`src/rtl/fixed_point_seq_divider_if.sv`:
```
// Operand/result handshake bundle for the sequential fixed-point divider.
// The master side supplies operands and accepts results; the divider is the slave.
interface fixed_point_seq_divider_if #(
  parameter int W = 17
);
  logic         in_valid;
  logic         in_ready;
  logic [W-1:0] dividend;
  logic [W-1:0] divisor;
  logic         out_valid;
  logic         out_ready;
  logic [W-1:0] quotient;
  logic         overflow;
  logic         div_by_zero;

  modport master (
    output in_valid, dividend, divisor, out_ready,
    input  in_ready, out_valid, quotient, overflow, div_by_zero
  );

  modport slave (
    input  in_valid, dividend, divisor, out_ready,
    output in_ready, out_valid, quotient, overflow, div_by_zero
  );
endinterface

```
`src/rtl/fixed_point_seq_divider.sv`:
```
// Iterative Qm.f divider: q = (a << FRAC_W) / b, one restoring radix-2 step per clock,
// with magnitude/sign split, saturation and divide-by-zero reporting.
module fixed_point_seq_divider #(
  parameter int INT_W  = 10,
  parameter int FRAC_W = 7,
  parameter bit SIGNED = 1'b1
) (
  input logic                  clock,
  input logic                  resetn,
  fixed_point_seq_divider_if.slave bus
);
  localparam int W     = INT_W + FRAC_W;
  localparam int N     = W + FRAC_W;
  localparam int CNT_W = $clog2(N);

  localparam logic [W-1:0] MAX_POS = SIGNED ? {1'b0, {(W-1){1'b1}}} : {W{1'b1}};
  localparam logic [W-1:0] MIN_NEG = {1'b1, {(W-1){1'b0}}};
  localparam logic [N-1:0] POS_LIM = {{FRAC_W{1'b0}}, MAX_POS};
  localparam logic [N-1:0] NEG_LIM = {{FRAC_W{1'b0}}, MIN_NEG};

  typedef enum logic [2:0] {IDLE, PREP, ITER, FIX, DONE} state_t;

  state_t             state, state_nxt;
  logic [W-1:0]       a_q, b_q;
  logic [W-1:0]       bmag;
  logic [W-1:0]       rem;
  logic [N-1:0]       shreg;
  logic [CNT_W-1:0]   cnt;
  logic               a_neg, res_neg, bzero;
  logic [W-1:0]       quot_reg;
  logic               ovf_reg, dbz_reg, out_vld;

  logic [W:0]         rem_sh;
  logic [W-1:0]       diff;
  logic               ge;

  // Unsigned W-bit magnitude; -2^(W-1) maps onto 2^(W-1) without wrapping.
  function automatic logic [W-1:0] magnitude(input logic [W-1:0] v);
    if (SIGNED && v[W-1]) return $unsigned(-$signed(v));
    return v;
  endfunction

  // Returns {overflow, quotient} for a quotient magnitude and result sign.
  function automatic logic [W:0] saturate(input logic [N-1:0] mag, input logic neg);
    logic [W-1:0] low;
    low = mag[W-1:0];
    if (neg) begin
      if (mag > NEG_LIM) return {1'b1, MIN_NEG};
      return {1'b0, $unsigned(-$signed(low))};
    end
    if (mag > POS_LIM) return {1'b1, MAX_POS};
    return {1'b0, low};
  endfunction

  function automatic logic [W-1:0] div0_value(input logic neg);
    return neg ? MIN_NEG : MAX_POS;
  endfunction

  assign bus.in_ready    = (state == IDLE);
  assign bus.out_valid   = out_vld;
  assign bus.quotient    = quot_reg;
  assign bus.overflow    = ovf_reg;
  assign bus.div_by_zero = dbz_reg;

  always_ff @(posedge clock or negedge resetn) begin
    if (!resetn) state <= IDLE;
    else         state <= state_nxt;
  end

  always_comb begin
    state_nxt = state;
    case (state)
      IDLE:    if (bus.in_valid) state_nxt = PREP;
      PREP:    state_nxt = (b_q == '0) ? FIX : ITER;
      ITER:    if (cnt == '0) state_nxt = FIX;
      FIX:     state_nxt = DONE;
      DONE:    if (bus.out_ready) state_nxt = IDLE;
      default: state_nxt = IDLE;
    endcase
  end

  // Restoring step: the remainder stays below |b|, so the W-bit difference is exact.
  always_comb begin
    rem_sh = {rem, shreg[N-1]};
    ge     = (rem_sh >= {1'b0, bmag});
    diff   = rem_sh[W-1:0] - bmag;
  end

  always_ff @(posedge clock or negedge resetn) begin
    if (!resetn) begin
      a_q      <= '0;
      b_q      <= '0;
      bmag     <= '0;
      rem      <= '0;
      shreg    <= '0;
      cnt      <= '0;
      a_neg    <= 1'b0;
      res_neg  <= 1'b0;
      bzero    <= 1'b0;
      quot_reg <= '0;
      ovf_reg  <= 1'b0;
      dbz_reg  <= 1'b0;
      out_vld  <= 1'b0;
    end else begin
      case (state)
        IDLE: begin
          if (bus.in_valid) begin
            a_q <= bus.dividend;
            b_q <= bus.divisor;
          end
        end
        PREP: begin
          a_neg   <= SIGNED && a_q[W-1];
          res_neg <= SIGNED && (a_q[W-1] ^ b_q[W-1]);
          bzero   <= (b_q == '0);
          bmag    <= magnitude(b_q);
          rem     <= '0;
          shreg   <= {magnitude(a_q), {FRAC_W{1'b0}}};
          cnt     <= CNT_W'(N - 1);
        end
        ITER: begin
          rem   <= ge ? diff : rem_sh[W-1:0];
          shreg <= {shreg[N-2:0], ge};
          cnt   <= cnt - CNT_W'(1);
        end
        FIX: begin
          if (bzero) begin
            quot_reg <= div0_value(a_neg);
            ovf_reg  <= 1'b0;
            dbz_reg  <= 1'b1;
          end else begin
            {ovf_reg, quot_reg} <= saturate(shreg, res_neg);
            dbz_reg             <= 1'b0;
          end
          out_vld <= 1'b1;
        end
        DONE: begin
          if (bus.out_ready) out_vld <= 1'b0;
        end
        default: ;
      endcase
    end
  end
endmodule

```
`src/flat_wrapper.sv`:
```
// flat-port wrapper written by rule: the top's interface ports become plain ports
module fixed_point_seq_divider_flat 
#(
  parameter int INT_W  = 10,
  parameter int FRAC_W = 7,
  parameter bit SIGNED = 1'b1
)
  (clock, resetn, bus_in_valid, bus_dividend, bus_divisor, bus_out_ready, bus_in_ready, bus_out_valid, bus_quotient, bus_overflow, bus_div_by_zero);
  fixed_point_seq_divider_if #(.W(17)) bus_i ();
  input logic clock;
  input logic resetn;
  input wire logic [$bits(bus_i.in_valid)-1:0] bus_in_valid;
  input wire logic [$bits(bus_i.dividend)-1:0] bus_dividend;
  input wire logic [$bits(bus_i.divisor)-1:0] bus_divisor;
  input wire logic [$bits(bus_i.out_ready)-1:0] bus_out_ready;
  output wire logic [$bits(bus_i.in_ready)-1:0] bus_in_ready;
  output wire logic [$bits(bus_i.out_valid)-1:0] bus_out_valid;
  output wire logic [$bits(bus_i.quotient)-1:0] bus_quotient;
  output wire logic [$bits(bus_i.overflow)-1:0] bus_overflow;
  output wire logic [$bits(bus_i.div_by_zero)-1:0] bus_div_by_zero;
  assign bus_i.in_valid = bus_in_valid;
  assign bus_i.dividend = bus_dividend;
  assign bus_i.divisor = bus_divisor;
  assign bus_i.out_ready = bus_out_ready;
  assign bus_in_ready = bus_i.in_ready;
  assign bus_out_valid = bus_i.out_valid;
  assign bus_quotient = bus_i.quotient;
  assign bus_overflow = bus_i.overflow;
  assign bus_div_by_zero = bus_i.div_by_zero;
  fixed_point_seq_divider #(.INT_W(INT_W), .FRAC_W(FRAC_W), .SIGNED(SIGNED)) u_core (.clock(clock), .resetn(resetn), .bus(bus_i));
endmodule
```
`config.mk`:
```
export PLATFORM = sky130hd
export DESIGN_NAME = fixed_point_seq_divider_flat
export DESIGN_NICKNAME = d
export VERILOG_FILES = /design/src/rtl/fixed_point_seq_divider_if.sv /design/src/rtl/fixed_point_seq_divider.sv /design/src/flat_wrapper.sv
export SDC_FILE = /design/constraint.sdc
export NUM_CORES = 1
export LEC_CHECK = 0
export BUFFER_PORTS_ARGS = -buffer_cell sky130_fd_sc_hd__buf_2
export CORE_MARGIN = 2
export CORE_UTILIZATION = 43
export DETAILED_ROUTE_END_ITERATION = 10
export PLACE_DENSITY_LB_ADDON = 0.15
export SKIP_CTS_REPAIR_TIMING = 1
export SLEW_MARGIN = 20
export SYNTH_ARGS = -nofsm -noshare
export SYNTH_HDL_FRONTEND = slang
export SYNTH_SLANG_ARGS = --single-unit
```
`constraint.sdc`:
```
create_clock -name clock -period 3.5 [get_ports clock]
set_input_delay 0.35 -clock clock [delete_from_list [all_inputs] [get_ports clock]]
set_output_delay 0.35 -clock clock [all_outputs]
set_load 0.02 [all_outputs]
```
==> flow_summary.json <==
{
  "pre_cts_ws_ns": 0.376,
  "multi_input_area_mm2": 0.00345,
  "grt_util_all_layers_pct": 20.0,
  "cap_viol_max_count": 0,
  "yosysWarnings": 0,
  "fillers": 1467,
  "drtPass1Iterations": 7,
  "crit_chain": "inv_1, ha_1, fa_1, nand2b_1, a211oi_1, o21ai_0, a31o_2, and3_1, a32oi_1, o31ai_1",
  "vdd_drop_max_v": 0.000440,
  "critical_path_required_ns": 3.77,
  "synthTopCellsByCount": "dfrtp_1 (123), nand2_1 (86), o21ai_0 (78)",
  "power_leakage_nw": 3.50,
  "ys_ff_latch": 123,
  "areaGrowthSynthToFinish_pct": 16.5,
  "syn_inst": 726,
  "die-height_um": 130,
  "die_area_mm2": 0.0168,
  "fin_ws_ns": 0.402,
  "via_per_inst": 5.55,
  "row_count": 45,
  "synth_flop_cell": "dfrtp_1",
  "route.detailed.drc": 0,
  "cts_buffers": 17,
  "vias": 5533,
  "clockBufferDepth": 2,
  "core_area_mm2": 0.0153,
  "nets": 835,
  "final_cells": 997,
  "ioPinCount": 59,
  "post-route-period-util_pct": 88.5,
  "grt_pass1_vias": 5458,
  "num_antenna_cells": 0,
  "dp_cells": 966,
  "worst_setup_path_start_kind": "register",
  "hold_violations": 48,
  "drive_gt1_share_pct": 16.9,
  "crit_fanout": 21,
  "grt_max_degree": 76,
  "worstSetupEndpointType": "register",
  "antenna_found_initial": 0,
  "yosys-top-cells-area": "dfrtp_1 (45%), o21ai_0 (5.8%), mux2_2 (5.1%)",
  "seq_area_frac_synth_pct": 45.4,
  "hold_path_class": "input pin to async pin",
  "portBuffers": 58,
  "tightestPinTransition_ns": 0.850,
  "cpMaxStageDelayCell": "and3_1",
  "arrival_ns": 3.36,
  "globalplace.congestion": 0.910,
  "ys_async_sr_fraction_pct": 100,
  "critical_path_class": "register to register",
  "grt_first_pass_wirelength_mm": 26.7,
  "totalWireLength_mm": 15.6,
  "finalClockSkew_ns": 0.00543,
  "status": "finished, violations left",
  "slew_headroom_pct": 43.4,
  "synth_edf_count": 0,
  "period_needed_ns": 3.10,
  "antenna_left": 0,
  "die_x_um": 130,
  "crit_path_max_incr_delay_ns": 0.46,
  "yosysUniqueCellTypes": 58,
  "yosysTopAreaCell": "dfrtp_1",
  "slew_violations": 0,
  "clock_latency_ns": 0.42,
  "violations": "hold timing",
  "path_clk_slew_ns": 0.05,
  "start_util_pct": 44.3,
  "syn_area_per_cell_um2": 9.35,
  "synth_nets": 787,
  "cts_tree": "done",
  "clkSinkCount": 123,
  "drt-wirelength-per-cell_um": 15.6,
  "drtIter0Drc": 438,
  "tns_ns": 0,
  "p_per_area_mw_per_mm2": 1110,
  "seqCellArea_mm2": 0.00308,
  "fmax_mhz": 323,
  "setup_viol": 0,
  "finalCoreUtilization_pct": 51.6,
  "htreeDepth": 4,
  "yosysMostFrequentCell": "dfrtp_1",
  "holdWs_ns": -0.0469,
  "synth_top_area_share_pct": 45.4,
  "hpwlAfterDp_mm": 11.0,
  "rsz0062_at_grt": "false",
  "cts_root_buf": "clkbuf_16",
  "syn_area_mm2": 0.00679,
  "gr-total-overflow": 0
}
[sequential cells by signal, indices dropped and copies added, names as in the netlist]
register,cells
u_core.bmag,17
u_core.shreg,24
u_core.state,3
u_core.rem,17
u_core.res_neg,1
u_core.bus.div_by_zero,1
u_core.bus.quotient,17
u_core.cnt,5
u_core.bzero,1
u_core.a_q,17
u_core.a_neg,1
u_core.bus.overflow,1
u_core.b_q,17
u_core.bus.out_valid,1
[area by class of cell]
class,instances,share of cell area [%]
multi-input combinational,532,43.7
sequential,123,38.9
clock buffer,24,6.09
timing repair buffer,66,4.62
tap,211,3.34
clock inverter,7,1.74
inverter,34,1.61
[cell usage in the layout, fill, tap and decap left out, types with 3 or more instances in the layout]
| master | n |
|---|---|
| a211oi_1 | 5 |
| a21oi_1 | 49 |
| a22o_1 | 4 |
| a22oi_1 | 17 |
| a31oi_1 | 4 |
| a32oi_1 | 8 |
| and2_1 | 3 |
| buf_2 | 57 |
| buf_4 | 8 |
| bufinv_16 | 4 |
| clkbuf_1 | 4 |
| clkbuf_16 | 17 |
| clkbuf_8 | 3 |
| dfrtp_1 | 123 |
| ha_1 | 22 |
| inv_1 | 34 |
| mux2_2 | 31 |
| mux2i_1 | 3 |
| nand2_1 | 86 |
| nand2b_1 | 8 |
| nand3_1 | 35 |
| nand4_1 | 4 |
| nor2_1 | 32 |
| nor2b_1 | 5 |
| nor3_1 | 11 |
| nor4_1 | 6 |
| o211ai_1 | 8 |
| o21ai_0 | 78 |
| o22ai_1 | 5 |
| o31ai_1 | 13 |
| o41ai_1 | 5 |
| or3_1 | 3 |
| or4_1 | 6 |
| xnor2_1 | 10 |
| xor2_1 | 35 |
[critical path, delay by kind of cell, from the launching register on]
family                     cells  cell delay [ns]
buffers and inverters          1             0.07
DFF                            1             0.37
adders and majority gates      2             0.62
and+or+nand+nor                2             0.67
AOI/OAI and AO/OA              5             1.23
[logic make-up after synthesis]
logic type      Yosys count  share of synthesized area (%)
buf+inv                  71                           3.95
mux                      34                           5.59
fa+ha+maj                23                           4.35
compound gates          215                           19.7
simple gates            215                           15.3
xor+xnor                 45                           5.81
flops                   123                           45.4
[per-layer routing]
metal | vias up | part of all wire (%) | GRT usage [%]
met3 | 13 | 5.3 | 4.75
li1 | 2730 | - | -
met2 | 154 | 44 | 30.5
met5 | - | 0 | 0
met4 | 0 | 1.2 | 6.39
met1 | 2636 | 49 | 28.4
[power breakdown]
group	switching [W]	internal (W)
clock network	0.000616	0.00124
logic	0.00242	0.00170
registers	0.000743	0.00208
[worst paths after layout]
check                      cells after the start  slack (ns)                endpoint           startpoint
min in group clock                             3        0.14           u_core.b_q[0]       bus_divisor[0]
setup / recovery                              10        0.40          u_core.rem[14]     u_core.shreg[23]
max in group asynchronous                      2        2.73         u_core.bmag[14]               resetn
hold / removal                                 1       -0.05  u_core.bus.quotient[3]               resetn
hold reg to reg                                2        0.48     u_core.bus.overflow  u_core.bus.overflow
setup reg to reg                              10        0.40          u_core.rem[14]     u_core.shreg[23]
[per-stage QoR]
step	cell area [um^2]	power [W]
finish	7910	0.00880
CTS	7910	0.00885
global placement	7290	0.00683
floorplan	6790	0.00588
global route	7910	0.00957
detailed placement	7290	0.00696
Power figures use the tool's default switching activity.
